$ cat config.mk
export PLATFORM = sky130hd
export DESIGN_NAME = nibble_serial_adder
export DESIGN_NICKNAME = d
export VERILOG_FILES = /design/src/rtl/adder_pkg.sv /design/src/rtl/fa4.sv /design/src/rtl/nibble_serial_adder.sv
export SDC_FILE = /design/constraint.sdc
export NUM_CORES = 1
export LEC_CHECK = 0
export BUFFER_PORTS_ARGS = -buffer_cell sky130_fd_sc_hd__clkbuf_2
export CORE_ASPECT_RATIO = 1.2
export CORE_MARGIN = 8
export CORE_UTILIZATION = 45
export CTS_CLUSTER_DIAMETER = 200
export CTS_CLUSTER_SIZE = 10
export DETAILED_ROUTE_END_ITERATION = 12
export GPL_TIMING_DRIVEN = 0
export PLACE_DENSITY = 0.71
export SYNTH_ARGS = -nofsm -noshare
export SYNTH_HDL_FRONTEND = slang
export SYNTH_SLANG_ARGS = --single-unit
$ cat constraint.sdc
create_clock -name clk -period 2.48 [get_ports clk]
set_input_delay 0.372 -clock clk [delete_from_list [all_inputs] [get_ports clk]]
set_output_delay 0.372 -clock clk [all_outputs]
set_load 0.03 [all_outputs]
$ cat src/rtl/adder_pkg.sv
// Shared types and sizing helpers for the nibble-serial adder.
package adder_pkg;

  localparam int NIBBLE_W = 4;

  typedef enum logic [1:0] {
    IDLE = 2'd0,
    ADD  = 2'd1,
    HOLD = 2'd2
  } state_e;

  // Counter width for a given operand width; never narrower than one bit.
  function automatic int nibble_count(input int width);
    int n;
    n = width / NIBBLE_W;
    return (n <= 1) ? 1 : $clog2(n);
  endfunction

endpackage

$ cat src/rtl/fa4.sv
// 4-bit ripple adder used as the single arithmetic slice.
module fa4 (
  input  logic [3:0] A,
  input  logic [3:0] B,
  input  logic       Cin,
  output logic [3:0] Sum,
  output logic       Cout
);

  assign {Cout, Sum} = {1'b0, A} + {1'b0, B} + {4'b0000, Cin};

endmodule

$ cat src/rtl/nibble_serial_adder.sv
// WIDTH-bit adder that reuses one fa4, one nibble per clock, LSB first,
// with valid/ready on both the operand and result sides.
//
// state | meaning
// IDLE  | ready for an operand pair
// ADD   | stepping through nibbles, carry chained through carry_q
// HOLD  | result presented until out_ready
module nibble_serial_adder
  import adder_pkg::*;
#(
  parameter int WIDTH = 16
) (
  input  logic             clk,
  input  logic             rst_n,
  input  logic             in_valid,
  output logic             in_ready,
  input  logic [WIDTH-1:0] a,
  input  logic [WIDTH-1:0] b,
  input  logic             cin,
  output logic             out_valid,
  input  logic             out_ready,
  output logic [WIDTH-1:0] sum,
  output logic             cout,
  output logic             ovf,
  output logic             busy
);

  localparam int NIBBLES = WIDTH / NIBBLE_W;
  localparam int CNT_W   = nibble_count(WIDTH);
  localparam logic [CNT_W-1:0] LAST = CNT_W'(NIBBLES - 1);

  if ((WIDTH % NIBBLE_W) != 0 || WIDTH < NIBBLE_W) begin : g_width_chk
    $error("nibble_serial_adder: WIDTH must be a positive multiple of 4");
  end

  state_e state_q, state_d;
  logic [NIBBLES-1:0][NIBBLE_W-1:0] a_q, a_d, b_q, b_d, sum_q, sum_d;
  logic [CNT_W-1:0] cnt_q, cnt_d;
  logic carry_q, carry_d;
  logic cout_q, cout_d;
  logic ovf_q, ovf_d;
  logic out_valid_q, out_valid_d;

  logic [NIBBLE_W-1:0] fa_a, fa_b, fa_sum;
  logic fa_cout;

  assign fa_a = a_q[cnt_q];
  assign fa_b = b_q[cnt_q];

  fa4 u_fa4 (
    .A   (fa_a),
    .B   (fa_b),
    .Cin (carry_q),
    .Sum (fa_sum),
    .Cout(fa_cout)
  );

  always_ff @(posedge clk or negedge rst_n) begin
    if (!rst_n) begin
      state_q     <= IDLE;
      a_q         <= '0;
      b_q         <= '0;
      sum_q       <= '0;
      cnt_q       <= '0;
      carry_q     <= 1'b0;
      cout_q      <= 1'b0;
      ovf_q       <= 1'b0;
      out_valid_q <= 1'b0;
    end else begin
      state_q     <= state_d;
      a_q         <= a_d;
      b_q         <= b_d;
      sum_q       <= sum_d;
      cnt_q       <= cnt_d;
      carry_q     <= carry_d;
      cout_q      <= cout_d;
      ovf_q       <= ovf_d;
      out_valid_q <= out_valid_d;
    end
  end

  always_comb begin
    state_d     = state_q;
    a_d         = a_q;
    b_d         = b_q;
    sum_d       = sum_q;
    cnt_d       = cnt_q;
    carry_d     = carry_q;
    cout_d      = cout_q;
    ovf_d       = ovf_q;
    out_valid_d = out_valid_q;

    unique case (state_q)
      IDLE: begin
        if (in_valid) begin
          a_d     = a;
          b_d     = b;
          carry_d = cin;
          cnt_d   = '0;
          state_d = ADD;
        end
      end
      ADD: begin
        sum_d[cnt_q] = fa_sum;
        carry_d      = fa_cout;
        if (cnt_q == LAST) begin
          cout_d      = fa_cout;
          // Overflow: like-signed operands producing an opposite-signed result.
          ovf_d       = (a_q[NIBBLES-1][NIBBLE_W-1] == b_q[NIBBLES-1][NIBBLE_W-1]) &&
                        (fa_sum[NIBBLE_W-1] != a_q[NIBBLES-1][NIBBLE_W-1]);
          out_valid_d = 1'b1;
          state_d     = HOLD;
        end else begin
          cnt_d = cnt_q + 1'b1;
        end
      end
      HOLD: begin
        if (out_ready) begin
          out_valid_d = 1'b0;
          state_d     = IDLE;
        end
      end
      default: state_d = IDLE;
    endcase
  end

  // Gated with rst_n so nothing is advertised while the block is held in reset.
  assign in_ready  = rst_n && (state_q == IDLE);
  assign busy      = (state_q != IDLE);
  assign out_valid = out_valid_q;
  assign sum       = sum_q;
  assign cout      = cout_q;
  assign ovf       = ovf_q;

endmodule
; ---- Word level (Yosys, flattened, before mapping)
; Cells that the tools add are included.
[word_totals]
ff_bits = 56
[op_classes]
n_addsub = 3
order_cmp = 2
n_eq_ne = 9
n_mux = 19
n_reduce_logical = 13
[op_table]
columns = op, n
row1 = $bmux W4 S2, 2
row2 = $bwmux W16, 1
row3 = $mux W4, 3
row4 = $mux W2, 5
row5 = $reduce_and A3 Y1, 3
row6 = $demux W4 S2, 1
row7 = $ne A2 B2 Y1 const B, 4
row8 = $pmux W2 S3, 1
row9 = $reduce_and A2 Y1, 3
row10 = $reduce_bool A2 Y1, 3
row11 = $add A4 B4 Y5, 1
row12 = $add A5 B1 Y5, 1
row13 = $eq A2 B2 Y1 const B, 2
row14 = $pmux W1 S2, 2
row15 = $pmux W2 S2, 1
row16 = $logic_and A1 B1 Y1, 3
row17 = $lt A2 B3 Y1 const B, 1
row18 = $mux W1, 3
row19 = $add A2 B1 Y2 const B, 1
row20 = $eq A2 B1 Y1 const B, 1
row21 = $ge A2 B1 Y1 const B, 1
row22 = $logic_not A2 Y1, 1
row23 = $eq A1 B1 Y1, 1
row24 = $ne A1 B1 Y1, 1

; ---- Logic depth before layout (Yosys ltp)
; Gate-level depths: netlist of the first run.
[depth]
word_depth = 6
mapped_depth = 8
ltp_nobuf = 7

; ---- Modules after synthesis
; A second synthesis of the first run with hierarchy kept.
[unflattened]
hier_cells = 175
area_unflattened_um2 = 2736.4
[modules_own_cells]
columns = module, n_inst, cells_per_inst, area_per_inst_um2, seq_area_each_um2
row1 = nibble_serial_adder, 1, 159, 2592.5, 1401.3
row2 = fa4, 1, 16, 143.9, 0.0

; ---- Worst setup path before layout of the first run
; Ideal clock, no wire load.
[synth_timing]
path_type = register -> register
from = reg cnt_q[0]
to = reg cout_q (netlist: cout)
setup_ns = 0.132
arrival_time_ns = 2.421
path_slack_ns = -0.073
stages_incl_launch_ff = 9
n_path_buf = 1
path_cell_list = dfrtp_1 -> buf_2 -> mux4_2 -> fa_1 -> fa_1 -> a21oi_1 -> nor2_1 -> nor2_1 -> o21ai_0
[synth_between]
elab_chain_len = 4
word_cells_on_any_way = 8
cone_classes = 2 x add/sub / 1 x eq/ne / 4 x mux / 1 x reduce/logical
[synth_lines]
columns = item, line
row1 = from (decl), nibble_serial_adder.sv:38  ; logic [CNT_W-1:0] cnt_q, cnt_d;
row2 = from (signal assigned), nibble_serial_adder.sv:74  ; cnt_q <= cnt_d;
row3 = "$bmux W4 S2, on equally long branches", "nibble_serial_adder.sv:47, nibble_serial_adder.sv:48"
row4 = "$mux W4, on equally long branches", "nibble_serial_adder.sv:47, nibble_serial_adder.sv:48"
row5 = $add A4 B4 Y5, fa4.sv:10  ; assign {Cout, Sum} = {1'b0, A} + {1'b0, B} + {4'b0000, Cin};
row6 = $add A5 B1 Y5, fa4.sv:10
row7 = to (signal assigned), nibble_serial_adder.sv:76  ; cout_q <= cout_d;
row8 = to (decl), nibble_serial_adder.sv:40  ; logic cout_q, cout_d;
; Parallel ways exist; a longest one is shown, timed or not. The select of a mux whose other input is x is not followed.
; A chain may end at the register's enable or synchronous reset.

; ---- Final worst setup path of the first run
[layout_timing]
from = reg cnt_q[0]
to = reg ovf_q (netlist: ovf)
[layout_between]
elab_chain_len = 6
word_cells_on_any_way = 10
cone_classes = 2 x add/sub / 2 x eq/ne / 4 x mux / 2 x reduce/logical
[layout_lines]
columns = item, line
row1 = "$bmux W4 S2, on equally long branches", "nibble_serial_adder.sv:47, nibble_serial_adder.sv:48"
row2 = "$mux W4, on equally long branches", "nibble_serial_adder.sv:47, nibble_serial_adder.sv:48"
row3 = $add A4 B4 Y5, fa4.sv:10
row4 = $add A5 B1 Y5, fa4.sv:10
row5 = $ne A1 B1 Y1, nibble_serial_adder.sv:110  ; (fa_sum[NIBBLE_W-1] != a_q[NIBBLES-1][NIBBLE_W-1]);
row6 = $logic_and A1 B1 Y1, nibble_serial_adder.sv:109  ; ovf_d = (a_q[NIBBLES-1][NIBBLE_W-1] == b_q[NIBBLES-1][NIBBLE_W-1]) &&
row7 = to (signal assigned), nibble_serial_adder.sv:77  ; ovf_q <= ovf_d;
row8 = to (decl), nibble_serial_adder.sv:41  ; logic ovf_q, ovf_d;
; Parallel ways exist; a longest one is shown, timed or not. The select of a mux whose other input is x is not followed.

==> flow_summary.ini, run 1 <==
[cts]
cts_max_level = 2
clockBufferDepth = 2
clk_latency_ps = 310
root_buffer = clkbuf_8
ctsHoldBuffers = 0
cts_tree = yes
cts_buffers = 5
clkTransAtPathRegs_ps = 100
numClockSinks = 56

[timing]
rsz0062_at_grt = true
relSlewSlack_pct = 49.73
clock.fmax_mhz = 403.2
finalClockSkew_ps = 6.649
finalCriticalPeriod_ps = 2480
worstMarginPinSlew_ps = 754.0
finalHoldViolCount = 0
setup_viol = 1
fin_ws_ps = -0.1859
fin_crit_sh_pct = 100.0
slew_violations = 0
fin_setup_tns_ps = -0.1859
fin_hold_ws_ps = 143.0

[setup_path]
slowest_delay_ps = 550
path_depth = 8
crit_path_start_kind = flip-flop
path_class = flip-flop to flip-flop
crit_chain = buf_8 -> buf_4 -> mux4_2 -> ha_4 -> nand3_2 -> and3_4 -> or4_4 -> a41oi_2
critPathTopFamily = simple AND/OR/NAND/NOR gates
reg2regPathDepth = 8
arrival_ps = 2710
cpMaxStageDelayCell = mux4_2
critPathBufInv = 2
end_kind = flip-flop
critical_path.max_fanout = 8
critPathRequiredTime_ps = 2710

[drt]
drc = 0
drt-initial-drc-count = 60
ant_nets = 0
num_vias = 1643
post_drt_wl_per_cell_um = 16.16
vias_per_cell = 5.150
first_pass_iters = 3
wl_um = 5156

[global_routing]
grt_start_max_net_pins = 58
grt-ovfl-total = 0
grt_pass1_vias = 1857
grt_pass1_wl_um = 8700
track_usage_pct = 13.10
antenna_found_initial = 0

[finish]
drive_above_1_share_pct = 53.33
syn2layout_area_growth_pct = 22.61
antenna_cells = 0
layout.nets = 301

[synth]
synth_cells = 184
yosysWarnings = 0
ys_ff_latch = 56
yosysSeqAreaShare_pct = 54.93
syn_area_um2 = 2551
synth_edf_count = 0
ys.flop_type = dfrtp_1
syn_nets = 230
ys_types = 29
ys_async_sr_fraction_pct = 100.0
avgSynthCellArea_um2 = 13.87

[floorplanning]
io_pins = 58
die_h_um = 98.48
coreArea_um2 = 5555
fp-row-count = 30
die_w_um = 84.74
floorplan.initialDensity_pct = 45.92
floorplan.die_area_um2 = 8345

[power]
ir_worst_vdd_uv = 720.7
p_leak_nw = 1.444
finalPower_mw = 5.225
cellPowerDensity_nw_per_um2 = 1670

[placed_design]
hpwl_um = 3814
numPortBuffers = 57
gp_congestion = 0.7402

[flow_run]
max-cap-violations = 0

[outcome]
status = finished with violations
violations = negative setup slack

[hold_path]
hp-class = input pin to async pin
[report_power, final]
group | internal, mW | switching (mW)
Sequential | 1.39 | 0.244
Clock | 0.192 | 0.285
Combinational | 1.51 | 1.61
Total | 3.09 | 2.13
[cells by family (layout without fill, tap and decap cells)]
group / after synthesis / in the layout / synth area share (%)
XOR/XNOR: 1 / 1 / 0.3434
flip-flops: 56 / 56 / 54.93
AND/OR/NAND/NOR: 29 / 29 / 5.347
adder cells (fa/ha/maj): 9 / 9 / 5.002
AO/OA/AOI/OAI: 25 / 25 / 5.739
multiplexers: 50 / 50 / 25.55
buffers and inverters: 14 / 85 / 3.090
[timing repair]
action                     CTS  global route
cloned                       0             0
setup endpoints to repair   15             7
pin swaps                    3             3
resized for setup            8             8
buffers inserted             4             3
hold endpoints to repair     0             0
[worst reg2reg max path: stages (launching register included)]
cell     delay (ps)
dfrtp_1         380
buf_8           150
buf_4           120
mux4_2          550
ha_4            290
nand3_2          80
and3_4          180
or4_4           470
a41oi_2         180
[routing by layer]
metal	vias up	wire length (µm)	GRT usage, %
li1	792	-	-
met1	804	2151	14.96
met2	41	2585	21.68
met3	6	351	5.329
met4	0	67	4.396
met5	-	0	0
[synthesized netlist by cell type (3+ instances only)]
library cell	n	area [µm²]
a21oi_1	8	40.04
a22o_1	3	26.28
buf_2	3	15.01
buf_6	3	33.78
dfrtp_1	56	1401
ha_1	7	87.58
inv_1	6	22.52
mux2_1	5	56.30
mux2_2	36	405.4
mux4_2	8	180.2
nand2_1	14	52.55
nor2_1	7	26.28
o21ai_0	10	50.05
[metrics by stage]
stage	setup WS [ps]	area (µm²)	std cells	util [%]
2_1_floorplan	7.311	2554	184	-
3_3_place_gp	-442.4	2919	305	52.54
3_5_place_dp	-434.8	2922	305	52.59
4_1_cts	10.47	3065	316	55.18
5_1_grt	-62.91	3128	319	56.31
6_report	-0.1859	3128	319	56.31
[placed cells by master (no fill, tap or decap), types with 5 or more instances in the layout]
| cell | count |
|---|---|
| a21oi_1 | 6 |
| buf_4 | 7 |
| clkbuf_2 | 56 |
| clkbuf_8 | 5 |
| dfrtp_1 | 56 |
| ha_1 | 5 |
| inv_1 | 6 |
| mux2_1 | 5 |
| mux2_2 | 36 |
| mux4_2 | 8 |
| nand2_1 | 14 |
| nor2_1 | 6 |
| o21ai_0 | 9 |
[registers in the layout, summed over array words and instances, names as in the netlist]
register / cells
a_q: 16
b_q: 16
carry_q: 1
cnt_q: 2
cout: 1
out_valid: 1
ovf: 1
state_q: 2
sum: 16
[path summary, 6_finish.rpt]
path | from | end | slack [ps]
worst max-delay path | cnt_q[0] | ovf | -0.2
worst min-delay path | rst_n | sum[8] | 140
worst max register to register | cnt_q[0] | ovf | -0.2
worst min register to register | sum[11] | sum[11] | 490
max in group asynchronous | rst_n | a_q[7] | 1840
min in group clk | out_ready | state_q[1] | 250
[layout make-up]
| type | count | area [µm²] |
|---|---|---|
| fillers | 475 | 2427 |
| flip-flops and latches | 56 | 1401 |
| multi-input cells | 114 | 1132 |
| repair buffers | 64 | 340.3 |
| well taps | 64 | 80.08 |
| plain buffers | 8 | 70.07 |
| clock buffers | 5 | 68.82 |
| inverters | 6 | 22.52 |
| clock inverters | 2 | 12.51 |
Note: power is estimated with default switching activity, not from simulation.
==> inputs of run 2 (changes only) <==
RECOVER_POWER = 50   (was not set)
==> flow_summary.ini, run 2 (same netlist as run 1, synthesis figures left out) <==
[outcome]
status = finished with violations
violations = negative setup slack

[drt]
wl_um = 5167
first_pass_iters = 3
drc = 0
drt-initial-drc-count = 60
post_drt_wl_per_cell_um = 16.20
ant_nets = 0
vias_per_cell = 5.150
num_vias = 1643

[timing]
worstMarginPinSlew_ps = 1361
relSlewSlack_pct = 9.262
rsz0062_at_grt = true
fin_crit_sh_pct = 100.0
fin_ws_ps = -0.2256
slew_violations = 0
finalHoldViolCount = 0
finalCriticalPeriod_ps = 2480
finalClockSkew_ps = 6.616
setup_viol = 1
clock.fmax_mhz = 403.2
fin_hold_ws_ps = 252.4
fin_setup_tns_ps = -0.2256

[cts]
ctsHoldBuffers = 0
clkTransAtPathRegs_ps = 100
root_buffer = clkbuf_8
cts_tree = yes
clockBufferDepth = 2
cts_max_level = 2
clk_latency_ps = 310
cts_buffers = 5
numClockSinks = 56

[floorplanning]
fp-row-count = 30
io_pins = 58
die_h_um = 98.48
floorplan.initialDensity_pct = 45.92
coreArea_um2 = 5555
die_w_um = 84.74
floorplan.die_area_um2 = 8345

[global_routing]
grt_start_max_net_pins = 58
grt-ovfl-total = 0
track_usage_pct = 13.10
grt_pass1_vias = 1857
grt_pass1_wl_um = 8700
antenna_found_initial = 0

[finish]
instances_no_fill = 319
layout.nets = 301
layout_common_cells = dfrtp_1 (56), clkbuf_2 (50), mux2_2 (36)
drive_above_1_share_pct = 50.59
final_common_cell = dfrtp_1
regArea_um2 = 1401
antenna_cells = 0
syn2layout_area_growth_pct = 22.17
nFillCells = 481
multi_input_area_um2 = 1132

[setup_path]
crit_chain = buf_8 -> buf_4 -> mux4_2 -> ha_4 -> nand3_2 -> and3_4 -> or4_4 -> a41oi_2
critPathTopFamily = simple AND/OR/NAND/NOR gates
critical_path.max_fanout = 8
critPathRequiredTime_ps = 2710
arrival_ps = 2710
slowest_delay_ps = 550
path_class = flip-flop to flip-flop
critPathBufInv = 2
cpMaxStageDelayCell = mux4_2
end_kind = flip-flop
crit_path_start_kind = flip-flop

[power]
finalPower_mw = 5.211
p_leak_nw = 1.422
cellPowerDensity_nw_per_um2 = 1672
ir_worst_vdd_uv = 720.3

[placed_design]
hpwl_um = 3814
dp_cells = 305
numPortBuffers = 57
gp_congestion = 0.7402
pre_cts_ws_ps = -434.8

[hold_path]
hp-class = input pin to flip-flop

[flow_run]
max-cap-violations = 0
[run 2: layout make-up]
class                           instances  share of cell area (%)
Sequential cell                        56                   44.96
Multi-Input combinational cell        114                   36.33
Clock buffer                            5                   2.208
Timing Repair Buffer                   64                   10.56
Buffer                                  8                   2.248
Clock inverter                          2                  0.4014
Inverter                                6                  0.7226
Tap cell                               64                   2.569
[run 2: power breakdown]
part           switching (mW)  leakage [nW]  total [mW]  internal (mW)
clock                   0.285        0.0400       0.477          0.192
sequential              0.244         0.670        1.63           1.39
combinational            1.61         0.712        3.10           1.50
[run 2: layer usage]
layer	share of wire (%)	vias up	GRT usage (%)	routed length [µm]
li1	-	792	-	-
met5	0	-	0	0
met4	1.3	0	4.396	67
met3	6.9	6	5.329	355
met1	42	804	14.96	2156
met2	50	41	21.68	2587
[run 2: worst paths after layout]
kind,cells past startpoint,slack [ps],endpoint,startpoint
worst max-delay path,8,-0.2,ovf,cnt_q[0]
worst min-delay path,2,250,state_q[1],out_ready
worst max register to register,8,-0.2,ovf,cnt_q[0]
worst min register to register,2,490,sum[11],sum[11]
max in group asynchronous,1,1300,a_q[7],rst_n
min in group asynchronous,1,360,sum[8],rst_n
[run 2: timing repair]
action,4_1_cts,5_1_grt
hold endpoints to repair,0,0
pin swaps,3,3
gates resized for setup,8,8
setup endpoints to repair,15,7
setup buffers,4,3
[run 2: per-stage QoR]
stage	utilization, %	area, µm²
global route	56.10	3117
detailed placement	52.59	2922
finish	56.10	3117
floorplan	-	2554
CTS	55.18	3065
global placement	52.54	2919
